File: src/rtl/game_pkg.sv
// Shared game types and helpers.
// Holds rating/game-state widths, the game_state enum used by game_status,
// the round FSM state encoding, and the round duration calculation.
package game_pkg;

    localparam int unsigned RATING_WIDTH     = 8;
    localparam int unsigned GAME_STATE_WIDTH = 2;

    typedef enum logic [GAME_STATE_WIDTH-1:0] {
        GameIdle,
        GamePlaying,
        GamePaused,
        GameOver
    } game_state_e;

    // Encoding is visible on o_phase, so keep values fixed.
    typedef enum logic [2:0] {
        StIdle    = 3'd0,
        StGen     = 3'd1,
        StPreview = 3'd2,
        StRun     = 3'd3,
        StDone    = 3'd4,
        StOver    = 3'd5
    } round_state_e;

    // max(min_ticks, base - rating*step), evaluated in 32 bits so neither the
    // product nor the subtraction can wrap.
    function automatic logic [7:0] round_duration(
        input logic [RATING_WIDTH-1:0] rating,
        input int unsigned             base,
        input int unsigned             min_ticks,
        input int unsigned             step
    );
        logic [31:0] prod;
        logic [31:0] diff;
        prod = 32'(rating) * 32'(step);
        if (prod >= base) diff = 32'd0;
        else              diff = base - prod;
        if (diff < min_ticks) diff = min_ticks;
        return 8'(diff);
    endfunction

endpackage

File: src/rtl/round_timer.sv
// Loadable down-counter, decremented by tick strobes while enabled and unpaused.
// Ports:
//   clk, rst     clock, asynchronous active-high reset
//   load         load count with load_value (wins over a decrement)
//   load_value   value to load
//   enable       counting allowed (owner state active)
//   tick, pause  time-base strobe and pause level
//   count        current count
//   zero         count is 0
//   expire       this cycle's tick takes count from 1 to 0
module round_timer #(
    parameter int unsigned WIDTH = 8
) (
    input  logic             clk,
    input  logic             rst,
    input  logic             load,
    input  logic [WIDTH-1:0] load_value,
    input  logic             enable,
    input  logic             tick,
    input  logic             pause,
    output logic [WIDTH-1:0] count,
    output logic             zero,
    output logic             expire
);

    logic step;

    assign zero   = (count == '0);
    assign step   = enable && tick && !pause && !zero;
    assign expire = step && (count == WIDTH'(1));

    always_ff @(posedge clk or posedge rst) begin
        if (rst) begin
            count <= '0;
        end else if (load) begin
            count <= load_value;
        end else if (step) begin
            count <= count - WIDTH'(1);
        end
    end

endmodule

File: src/rtl/round_controller.sv
// Round sequencer: level generation, zone preview, timed run, result strobe.
// Ports:
//   clk, rst            clock, asynchronous active-high reset
//   i_start             start request (IDLE only)
//   i_tick              time-base strobe
//   i_pause_game        pause level; freezes counters and the DONE strobe
//   i_current_rating    rating, sampled when the level becomes ready
//   i_level_ready       level generator done (GEN only)
//   i_player_in_zone    player in safe zone, decides a timeout win
//   i_player_hit        player killed (RUN only)
//   o_level_gen_start   one-cycle pulse on entering GEN
//   o_round_ended       one-cycle round-end strobe
//   o_is_win            round result, held until the next DONE
//   o_time_left         remaining round ticks
//   o_phase             current FSM state
module round_controller
    import game_pkg::*;
#(
    parameter int unsigned BASE_TICKS    = 200,
    parameter int unsigned MIN_TICKS     = 40,
    parameter int unsigned STEP_TICKS    = 8,
    parameter int unsigned PREVIEW_TICKS = 30
) (
    input  logic                    clk,
    input  logic                    rst,
    input  logic                    i_start,
    input  logic                    i_tick,
    input  logic                    i_pause_game,
    input  logic [RATING_WIDTH-1:0] i_current_rating,
    input  logic                    i_level_ready,
    input  logic                    i_player_in_zone,
    input  logic                    i_player_hit,
    output logic                    o_level_gen_start,
    output logic                    o_round_ended,
    output logic                    o_is_win,
    output logic [7:0]              o_time_left,
    output logic [2:0]              o_phase
);

    round_state_e state_q, state_d;
    logic         gen_start_q, gen_start_d;
    logic         is_win_q, is_win_d;
    logic         hit_pend_q, hit_pend_d;
    logic         load_timers;
    logic         hit_now;
    logic         round_ended;
    logic [7:0]   duration;
    logic [7:0]   pv_count, rt_count;
    logic         pv_zero, pv_expire, rt_zero, rt_expire;

    assign duration = round_duration(i_current_rating, BASE_TICKS, MIN_TICKS, STEP_TICKS);

    // A hit seen while paused is remembered and acted on once unpaused.
    assign hit_now = (state_q == StRun) && !i_pause_game && (i_player_hit || hit_pend_q);

    round_timer #(.WIDTH(8)) u_preview_timer (
        .clk        (clk),
        .rst        (rst),
        .load       (load_timers),
        .load_value (8'(PREVIEW_TICKS)),
        .enable     (state_q == StPreview),
        .tick       (i_tick),
        .pause      (i_pause_game),
        .count      (pv_count),
        .zero       (pv_zero),
        .expire     (pv_expire)
    );

    round_timer #(.WIDTH(8)) u_round_timer (
        .clk        (clk),
        .rst        (rst),
        .load       (load_timers),
        .load_value (duration),
        .enable     ((state_q == StRun) && !hit_now),
        .tick       (i_tick),
        .pause      (i_pause_game),
        .count      (rt_count),
        .zero       (rt_zero),
        .expire     (rt_expire)
    );

    always_comb begin
        state_d     = state_q;
        is_win_d    = is_win_q;
        hit_pend_d  = hit_pend_q;
        load_timers = 1'b0;
        round_ended = 1'b0;
        unique case (state_q)
            StIdle: begin
                if (i_start) state_d = StGen;
            end
            StGen: begin
                if (i_level_ready) begin
                    state_d     = StPreview;
                    load_timers = 1'b1;
                end
            end
            StPreview: begin
                // pv_zero covers a zero-length preview
                if (pv_zero || pv_expire) state_d = StRun;
            end
            StRun: begin
                if (hit_now) begin
                    state_d    = StDone;
                    is_win_d   = 1'b0;
                    hit_pend_d = 1'b0;
                end else if (rt_expire || (rt_zero && !i_pause_game)) begin
                    state_d    = StDone;
                    is_win_d   = i_player_in_zone;
                    hit_pend_d = 1'b0;
                end else if (i_player_hit) begin
                    // only reachable while paused
                    hit_pend_d = 1'b1;
                end
            end
            StDone: begin
                if (!i_pause_game) begin
                    round_ended = 1'b1;
                    state_d     = is_win_q ? StGen : StOver;
                end
            end
            StOver: begin
                state_d = StOver;
            end
            default: begin
                state_d = StIdle;
            end
        endcase
        gen_start_d = (state_d == StGen) && (state_q != StGen);
    end

    always_ff @(posedge clk or posedge rst) begin
        if (rst) begin
            state_q     <= StIdle;
            gen_start_q <= 1'b0;
            is_win_q    <= 1'b0;
            hit_pend_q  <= 1'b0;
        end else begin
            state_q     <= state_d;
            gen_start_q <= gen_start_d;
            is_win_q    <= is_win_d;
            hit_pend_q  <= hit_pend_d;
        end
    end

    assign o_level_gen_start = gen_start_q;
    assign o_round_ended     = round_ended;
    assign o_is_win          = is_win_q;
    assign o_time_left       = rt_count;
    assign o_phase           = state_q;

endmodule

File: config.mk
export PLATFORM = sky130hd
export DESIGN_NAME = round_controller
export DESIGN_NICKNAME = d
export VERILOG_FILES = /design/src/rtl/game_pkg.sv /design/src/rtl/round_timer.sv /design/src/rtl/round_controller.sv
export SDC_FILE = /design/constraint.sdc
export NUM_CORES = 1
export LEC_CHECK = 0
export ABC_AREA = 1
export CORE_AREA = 4 4 60 62
export CTS_BUF_LIST = sky130_fd_sc_hd__clkbuf_8
export DETAILED_ROUTE_END_ITERATION = 10
export DIE_AREA = 0 0 64 66
export GPL_TIMING_DRIVEN = 1
export PLACE_DENSITY = 0.81
export SLEW_MARGIN = 10
export SYNTH_ARGS = -nofsm -noshare
export SYNTH_HDL_FRONTEND = slang
export SYNTH_SLANG_ARGS = --single-unit
File: constraint.sdc
create_clock -name clk -period 4.6 [get_ports clk]
set_clock_uncertainty 0.15 [all_clocks]
set_input_delay 0.92 -clock clk [delete_from_list [all_inputs] [get_ports clk]]
set_output_delay 0.92 -clock clk [all_outputs]
set_load 0.01 [all_outputs]
==> flow_metrics.py, run 1 <==
metrics = {
    "timing": {
        "rsz0062_at_grt": "no",
        "finalWorstPathRequiredPeriod_ns": 3.31,
        "tightestPinTransition_ns": 0.835,
        "hold_viol_final": 0,
        "timing.slew.headroom_pct": 44.3,
        "fin_hold_ws_ns": 0.381,
        "max_clock_freq_mhz": 302,
        "number_of_setup_violations_in_the_final_report": 0,
        "tns_ns": 0,
        "slew_violations": 0,
        "timing.final.crit_share_pct": 71.9,
    },
    "logic_synthesis": {
        "postSynthNetCount": 242,
        "ys_warn_count": 0,
        "most_used_flip_flop_cell_after_synthesis": "dfrtp_1",
        "synth_cells": 221,
        "synth.cells.most_frequent": "nand2_1 (43), inv_1 (32), nand3_1 (24)",
        "top_cells_by_area_in_the_synthesized_netlist": "dfrtp_1 (34%), nand2_1 (9.8%), nand3_1 (7.3%)",
        "synth_seq_cells": 22,
        "ys_async_sr_fraction_pct": 100,
        "netlist-cell-type-count": 34,
        "synthDominantCellAreaShare_pct": 33.6,
        "synth_edf_count": 0,
        "sequential_fraction_of_the_synthesis_area_pct": 33.6,
        "synth_area_per_cell_sq_um": 7.42,
        "synth_area_leader_cell": "dfrtp_1",
        "syn_area_sq_mm": 0.00164,
        "synth.most_common_cell": "nand2_1",
    },
    "die": {
        "dieArea_sq_mm": 0.00422,
        "die_w_um": 64,
        "die_h_um": 66,
        "design.portCount": 30,
        "initial_core_util_pct": 54.1,
        "num_rows": 20,
        "core-area_sq_mm": 0.00303,
    },
    "drt": {
        "topRoutingLayerUsed": "met4",
        "detail_route.iter0.violations": 92,
        "detail_route.wl_per_cell_um": 11.8,
        "drt.antenna.violating_nets": 0,
        "m1WireLength_um": 1670,
        "post-route-drc-count": 0,
        "route.vias.total": 1546,
        "vias_per_cell": 5.21,
        "routed-wl-met3_um": 139,
        "drt_pass1_iterations": 4,
        "wirelength_um": 3520,
        "dr_wl_met2_um": 1670,
    },
    "run_status": {
        "outcome": "finished clean",
    },
    "finish": {
        "final_util_pct": 67.5,
        "antenna_cells": 0,
        "areaGrowthSynthToFinish_pct": 24.7,
        "layout-drive-gt1-share_pct": 13.4,
        "finalNetCount": 275,
        "final_design_area_excluding_fillers_sq_mm": 0.00204,
    },
    "global_routing": {
        "first_global_vias": 1412,
        "gr-total-overflow": 0,
        "grt_start_max_net_pins": 23,
        "global_route_wire_length_before_repair_um": 6220,
        "grt_util_all_layers_pct": 18.2,
        "grt_antenna_before_repair": 0,
    },
    "clocking": {
        "cts_tree": "built",
        "clock_tree.htree_level_count": 1,
        "cts_resized": 0,
        "cts.repair_timing.setup_buffer_count": 0,
        "worst_setup_hold_path_clk_slew_ns": 0.08,
        "post_cts_hold_buffer_count": 0,
        "cts_buffers": 3,
        "clock_latency_on_the_worst_skew_pair_ns": 0.26,
        "cts_buffer_depth": 2,
        "tritoncts_num_sinks": 22,
        "clockRootBuffer": "clkbuf_8",
    },
    "pwr": {
        "power_uw": 1180,
        "p_leak_uw": 0.000948,
        "p_per_area_mw_per_mm2": 579,
        "vdd_ir_drop_max_uv": 252,
    },
    "setup_path": {
        "worstPathArrival_ns": 2.24,
        "worstPathRequired_ns": 3.53,
        "worst_setup_path_startpoint": "i_pause_game",
        "setup.worst_path.start_class": "input pin",
        "worstReg2RegStart": "u_preview_timer.count[0]",
        "critPathCapture": "o_round_ended",
        "setup.worst_path.class": "in -> out",
        "cp-end-kind": "primary output",
        "r2r-end": "u_preview_timer.count[4]",
        "worst_r2r_path_depth": 7,
        "crit_fanout": 4,
        "rrSetupSlack_ns": 2.76,
    },
    "placement": {
        "globalplace.congestion": 0.869,
        "place.port_buffers": 29,
        "dpl.hpwl_um": 2740,
        "place_area_sq_mm": 0.00197,
    },
    "worst_hold_path": {
        "worstHoldPathType": "reg -> reg",
    },
    "job": {
        "drv_cap": 0,
    },
}
## layer usage
| metal | global-route usage (%) | up-vias |
|---|---|---|
| met1 | 24.3 | 709 |
| met2 | 30.8 | 38 |
| met4 | 5.66 | 0 |
| met3 | 2.04 | 4 |
| li1 | - | 795 |
| met5 | 0 | - |
## worst max-delay path, stage by stage
cell and delay (ns):
clkdlybuf4s50_1 0.49, inv_1 0.13, nand3_1 0.10, inv_1 0.06
clkdlybuf4s50_1 0.53
## power breakdown
part / switching [uW] / total [uW] / internal, uW
registers: 97.2 / 371 / 274
clock network: 63.6 / 180 / 116
logic: 362 / 633 / 271
## cell usage in the layout (no fill, tap or decap), drive strengths merged, types with 3 or more instances in the layout
| master | synthesis | final |
|---|---|---|
| a21oi | 6 | 6 |
| clkbuf | 0 | 3 |
| clkdlybuf4s50 | 0 | 29 |
| dfrtp | 22 | 22 |
| ha | 5 | 5 |
| inv | 37 | 37 |
| nand2 | 50 | 50 |
| nand3 | 28 | 28 |
| nand3b | 4 | 4 |
| nand4 | 7 | 7 |
| nor2 | 24 | 24 |
| nor3 | 5 | 5 |
| o21ai | 21 | 21 |
| xor2 | 3 | 3 |
## worst min-delay path by stage
stage	slack (ns)	cells after the start	start	end
after global routing	0.42	2	o_is_win	o_is_win
after global placement	0.36	2	o_is_win	o_is_win
after CTS	0.39	2	u_preview_timer.count[1]	u_preview_timer.count[1]
after floorplan	0.34	2	u_preview_timer.count[1]	u_preview_timer.count[1]
final	0.38	2	u_preview_timer.count[1]	u_preview_timer.count[1]
after detailed placement	0.37	2	u_preview_timer.count[1]	u_preview_timer.count[1]
## through the flow
step,cells,setup slack [ns]
floorplan,221,2.36
global placement,293,1.32
detailed placement,293,1.30
CTS,297,1.29
global route,297,1.21
finish,297,1.29
## area by class of cell
| type | instances | area [sq um] |
|---|---|---|
| clock buffer | 3 | 41.3 |
| inverter | 38 | 143 |
| fill | 257 | 983 |
| tap | 44 | 55.1 |
| multi-input combinational | 160 | 935 |
| clock inverter | 1 | 30.0 |
| timing repair buffer | 29 | 290 |
| sequential | 22 | 551 |
## cell families (layout without fill, tap and decap cells)
family	Yosys count	count (layout)	synth area share, %
and+or+nand+nor	120	120	39.2
buffers and inverters	39	71	9.39
adders and majority gates	5	5	3.82
AOI/OAI and AO/OA	32	32	12.4
DFF	22	22	33.6
xor gates and xnor gates	3	3	1.60
## flip-flops by register name, indices dropped and copies added, names as in the netlist
name                   flops
u_preview_timer.count      8
o_is_win                   1
o_level_gen_start          1
o_phase                    3
u_round_timer.count        8
hit_pend_q                 1
(Power assumes the default switching activity.)
==> run 2: changes to the inputs <==
--- a/config.mk
+++ b/config.mk
@@ -6,12 +6,12 @@
 export NUM_CORES = 1
 export LEC_CHECK = 0
 export ABC_AREA = 1
-export CORE_AREA = 4 4 60 62
+export CORE_AREA = 4 4 63 65
 export CTS_BUF_LIST = sky130_fd_sc_hd__clkbuf_8
 export DETAILED_ROUTE_END_ITERATION = 10
-export DIE_AREA = 0 0 64 66
+export DIE_AREA = 0 0 67 69
 export GPL_TIMING_DRIVEN = 1
-export PLACE_DENSITY = 0.81
+export PLACE_DENSITY = 0.77
 export SLEW_MARGIN = 10
 export SYNTH_ARGS = -nofsm -noshare
 export SYNTH_HDL_FRONTEND = slang
==> constraint.sdc (replaced) <==
create_clock -name clk -period 2.8 [get_ports clk]
set_clock_uncertainty 0.15 [all_clocks]
set_input_delay 0.56 -clock clk [delete_from_list [all_inputs] [get_ports clk]]
set_output_delay 0.56 -clock clk [all_outputs]
set_load 0.01 [all_outputs]
==> flow_metrics.py, run 2 (synthesis results as in run 1) <==
metrics = {
    "timing": {
        "fin_hold_ws_ns": 0.366,
        "number_of_setup_violations_in_the_final_report": 0,
        "rsz0062_at_grt": "no",
        "hold_viol_final": 0,
        "max_clock_freq_mhz": 403,
        "finalWorstPathRequiredPeriod_ns": 2.48,
        "tns_ns": 0,
        "slew_violations": 0,
        "tightestPinTransition_ns": 0.286,
        "timing.final.crit_share_pct": 88.6,
        "timing.slew.headroom_pct": 80.9,
    },
    "drt": {
        "detail_route.iter0.violations": 130,
        "detail_route.wl_per_cell_um": 11.6,
        "drt_pass1_iterations": 4,
        "vias_per_cell": 5.00,
        "route.vias.total": 1499,
        "wirelength_um": 3480,
        "post-route-drc-count": 0,
        "drt.antenna.violating_nets": 0,
    },
    "finish": {
        "antenna_cells": 0,
        "most_common_cell_after_layout_fill_and_taps_aside": "nand2_1",
        "areaGrowthSynthToFinish_pct": 24.0,
        "layout-drive-gt1-share_pct": 13.8,
        "fillCellCount": 326,
        "finalNetCount": 277,
        "final_cell_mix": "nand2_1 (43), inv_1 (32), clkdlybuf4s50_1 (29)",
        "final_design_area_excluding_fillers_sq_mm": 0.00203,
    },
    "pwr": {
        "vdd_ir_drop_max_uv": 421,
        "p_leak_uw": 0.000944,
        "power_uw": 1840,
        "p_per_area_mw_per_mm2": 905,
    },
    "worst_hold_path": {
        "whs_path_depth": 2,
        "worstHoldPathType": "reg -> reg",
        "holdCritStartpoint": "o_is_win",
        "min_delay_worst_endpoint": "o_is_win",
    },
    "die": {
        "dieArea_sq_mm": 0.00462,
        "initial_core_util_pct": 49.1,
        "num_rows": 21,
        "core-area_sq_mm": 0.00334,
        "design.portCount": 30,
        "die_w_um": 67,
        "die_h_um": 69,
    },
    "placement": {
        "dpl.hpwl_um": 2750,
        "place.port_buffers": 29,
        "globalplace.congestion": 0.890,
        "place_area_sq_mm": 0.00199,
    },
    "setup_path": {
        "worstPathArrival_ns": 1.77,
        "worstReg2RegStart": "u_round_timer.count[0]",
        "r2r-end": "u_round_timer.count[5]",
        "cp-end-kind": "primary output",
        "crit_fanout": 3,
        "worstPathRequired_ns": 2.09,
        "worst_r2r_path_depth": 11,
        "setup.worst_path.start_class": "input pin",
        "setup.worst_path.class": "in -> out",
        "rrSetupSlack_ns": 0.97,
    },
    "clocking": {
        "post_cts_hold_buffer_count": 0,
        "cts.repair_timing.setup_buffer_count": 0,
        "worst_setup_hold_path_clk_slew_ns": 0.07,
        "cts_tree": "built",
        "cts_resized": 0,
        "cts_buffer_depth": 2,
        "clockRootBuffer": "clkbuf_8",
        "tritoncts_num_sinks": 22,
        "cts_buffers": 3,
        "clock_latency_on_the_worst_skew_pair_ns": 0.26,
        "clock_tree.htree_level_count": 1,
    },
    "global_routing": {
        "grt_util_all_layers_pct": 16.3,
        "grt_antenna_before_repair": 0,
        "gr-total-overflow": 0,
        "first_global_vias": 1430,
        "global_route_wire_length_before_repair_um": 6180,
        "grt_start_max_net_pins": 23,
    },
    "job": {
        "drv_cap": 0,
    },
    "run_status": {
        "outcome": "finished clean",
    },
}
## run 2: worst max path at each step
stage	from	to
after global routing	i_pause_game	o_round_ended
after floorplan	i_current_rating[1]	u_round_timer.count[5]
after global placement	i_pause_game	o_round_ended
after detailed placement	i_pause_game	o_round_ended
after CTS	i_pause_game	o_round_ended
final	i_pause_game	o_round_ended
## run 2: metal layers
metal	part of all wire, %	track usage, %
met1	48	22.7
met2	49	26.3
met3	2.2	2.92
met4	0.49	2.70
met5	0	0
## run 2: cell type report
| class | instances | area [sq um] | area share (%) |
|---|---|---|---|
| Inverter | 38 | 143 | 7.02 |
| Tap cell | 46 | 57.6 | 2.83 |
| Timing Repair Buffer | 31 | 305 | 15.0 |
| Clock buffer | 3 | 41.3 | 2.03 |
| Multi-Input combinational cell | 160 | 935 | 46.0 |
| Sequential cell | 22 | 551 | 27.1 |
## run 2: power by group
part | leakage, uW | switching, uW | internal (uW) | total [uW]
logic | 0.000648 | 590 | 449 | 1040
registers | 0.000274 | 156 | 450 | 606
clock network | 0.0000216 | 97.9 | 95.9 | 194
## run 2: per-stage QoR
step                      setup WS, ns  util [%]  cells
after floorplan                   1.07         -    221
after global placement           0.339      59.7    297
after detailed placement         0.309      59.7    297
after CTS                        0.306      60.9    300
after global routing             0.212      60.9    300
final                            0.319      60.9    300
## run 2: worst max-delay path: stages
cell and delay, ns:
clkdlybuf4s50_1 0.42, inv_1 0.10, nand3_1 0.10, inv_1 0.06
clkdlybuf4s50_1 0.53
==> run 3: changes to the inputs <==
--- a/config.mk
+++ b/config.mk
@@ -6,12 +6,12 @@
 export NUM_CORES = 1
 export LEC_CHECK = 0
 export ABC_AREA = 1
-export CORE_AREA = 4 4 63 65
+export CORE_AREA = 4 4 74 76
 export CTS_BUF_LIST = sky130_fd_sc_hd__clkbuf_8
 export DETAILED_ROUTE_END_ITERATION = 10
-export DIE_AREA = 0 0 67 69
+export DIE_AREA = 0 0 78 80
+export DONT_BUFFER_PORTS = 1
 export GPL_TIMING_DRIVEN = 1
-export PLACE_DENSITY = 0.77
 export SLEW_MARGIN = 10
 export SYNTH_ARGS = -nofsm -noshare
 export SYNTH_HDL_FRONTEND = slang
==> flow_metrics.py, run 3 (synthesis results as in run 1) <==
metrics = {
    "clocking": {
        "worst_setup_hold_path_clk_slew_ns": 0.08,
        "cts_buffers": 3,
        "cts.repair_timing.setup_buffer_count": 0,
        "cts_resized": 0,
        "cts_tree": "built",
        "clock_latency_on_the_worst_skew_pair_ns": 0.26,
        "clock_tree.htree_level_count": 1,
        "clockRootBuffer": "clkbuf_8",
        "tritoncts_num_sinks": 22,
        "cts_buffer_depth": 2,
        "post_cts_hold_buffer_count": 0,
    },
    "setup_path": {
        "timing.critical_path.slowest_cell_delay_ns": 0.51,
        "gate_family_responsible_for_the_most_delay_along_the_worst_path": "flip-flops",
        "worstPathRequired_ns": 2.09,
        "worstReg2RegStart": "u_round_timer.count[0]",
        "worstPathArrival_ns": 1.18,
        "setup.worst_path.start_class": "flop",
        "cp-end-kind": "primary output",
        "timing.critical_path.cells": "nor2_1 > nand3_1 > inv_1",
        "worst_setup_path_startpoint": "o_phase[1]",
        "worstSetupPathDepth": 3,
        "crit_fanout": 7,
        "crit_slowest_cell": "dfrtp_1",
        "rrSetupSlack_ns": 0.94,
        "cp.buffers_inverters": 1,
        "critPathCapture": "o_round_ended",
        "setup.worst_path.class": "reg -> out",
        "r2r-end": "u_round_timer.count[5]",
        "worst_r2r_path_depth": 11,
    },
    "timing": {
        "tns_ns": 0,
        "finalWorstPathRequiredPeriod_ns": 1.89,
        "tightestPinTransition_ns": 0.842,
        "fin_ws_ns": 0.906,
        "max_clock_freq_mhz": 528,
        "timing.final.crit_share_pct": 67.6,
        "hold_viol_final": 0,
        "slew_violations": 0,
        "rsz0062_at_grt": "no",
        "timing.slew.headroom_pct": 43.8,
        "number_of_setup_violations_in_the_final_report": 0,
    },
    "worst_hold_path": {
        "worstHoldPathType": "in -> async",
    },
    "finish": {
        "antenna_cells": 0,
        "final-instance-count-excl-fill": 291,
        "layout-drive-gt1-share_pct": 15.2,
        "final_cell_mix": "nand2_1 (43), inv_1 (32), nand3_1 (24)",
        "areaGrowthSynthToFinish_pct": 8.78,
        "finalNetCount": 246,
        "most_common_cell_after_layout_fill_and_taps_aside": "nand2_1",
    },
    "pwr": {
        "p_leak_uw": 0.000839,
        "p_clk_share_pct": 16.7,
        "p_sw_share_pct": 46.9,
        "logic_gate_share_of_total_power_pct": 46.2,
        "p_per_area_mw_per_mm2": 995,
        "power.share.sequential_pct": 37.1,
        "net-switching-power_uw": 832,
        "vdd_ir_drop_max_uv": 269,
        "cell_internal_pwr_uw": 942,
    },
    "die": {
        "dieArea_sq_mm": 0.00624,
        "die_h_um": 80,
        "die_w_um": 78,
        "design.portCount": 30,
        "initial_core_util_pct": 34.7,
        "num_rows": 25,
        "core-area_sq_mm": 0.00472,
    },
    "global_routing": {
        "gr-total-overflow": 0,
        "grt_util_all_layers_pct": 12.1,
        "grt_antenna_before_repair": 0,
        "global_route_wire_length_before_repair_um": 6170,
        "first_global_vias": 1380,
        "grt_start_max_net_pins": 23,
    },
    "placement": {
        "post-place-ws_ns": 0.900,
        "place.port_buffers": 0,
        "placedCellCount": 287,
        "dpl.hpwl_um": 2760,
        "globalplace.congestion": 0.830,
    },
    "drt": {
        "detail_route.iter0.violations": 72,
        "drt_pass1_iterations": 4,
        "drt.antenna.violating_nets": 0,
        "route.vias.total": 1412,
        "detail_route.wl_per_cell_um": 11.8,
        "vias_per_cell": 4.85,
        "post-route-drc-count": 0,
        "wirelength_um": 3440,
    },
    "run_status": {
        "outcome": "finished clean",
    },
    "job": {
        "drv_cap": 0,
    },
}
[run 3: metrics by stage]
stage	utilization, %	hold slack (ns)	total power, uW	area (sq um)
5_1_grt	37.7	0.268	1970	1780
4_1_cts	37.7	0.248	1800	1780
6_report	37.7	0.202	1770	1780
2_1_floorplan	-	0.340	1320	1640
3_5_place_dp	36.2	0.393	1490	1710
3_3_place_gp	36.2	0.375	1490	1710
[run 3: cell type report]
class                      instances  area (sq um)
sequential                        22           551
clock buffer                       3          41.3
fill                             499          2940
tap                               67          83.8
multi-input combinational        160           935
inverter                          38           143
clock inverter                     1          30.0
[run 3: worst reg2reg max path: stages (launching register included)]
cell and delay (ns):
dfrtp_1 0.48, inv_1 0.10, ha_1 0.15, inv_1 0.08, nor3_4 0.21, nand2_2 0.14, nand2_4 0.13, nand2_4 0.10
nand2_1 0.08, inv_1 0.04, nand2_1 0.05, nand2_1 0.04
[run 3: per-layer routing]
| layer | vias to the layer above | global-route usage [%] | routed length [um] |
|---|---|---|---|
| met2 | 27 | 20.4 | 1680 |
| met1 | 649 | 15.1 | 1580 |
| met5 | - | 0 | 0 |
| met3 | 4 | 3.27 | 147 |
| li1 | 732 | - | - |
| met4 | 0 | 3.15 | 38 |
[run 3: worst min path at each step]
stage,from,endpoint,slack [ns],cells after the start
2_1_floorplan,u_preview_timer.count[1],u_preview_timer.count[1],0.34,2
5_1_grt,rst,o_phase[2],0.27,1
3_3_place_gp,u_preview_timer.count[1],u_preview_timer.count[1],0.38,2
3_5_place_dp,u_preview_timer.count[1],u_preview_timer.count[1],0.39,2
4_1_cts,rst,o_phase[2],0.25,1
6_report,rst,o_phase[0],0.20,1
[run 3: power by group through the flow]
stage | sequential (uW) | combinational [uW] | clock, uW
6_report | 658 | 820 | 296
5_1_grt | 687 | 955 | 328
4_1_cts | 663 | 825 | 307
3_5_place_dp | 670 | 819 | 0
3_3_place_gp | 668 | 820 | 0
2_1_floorplan | 621 | 695 | 0
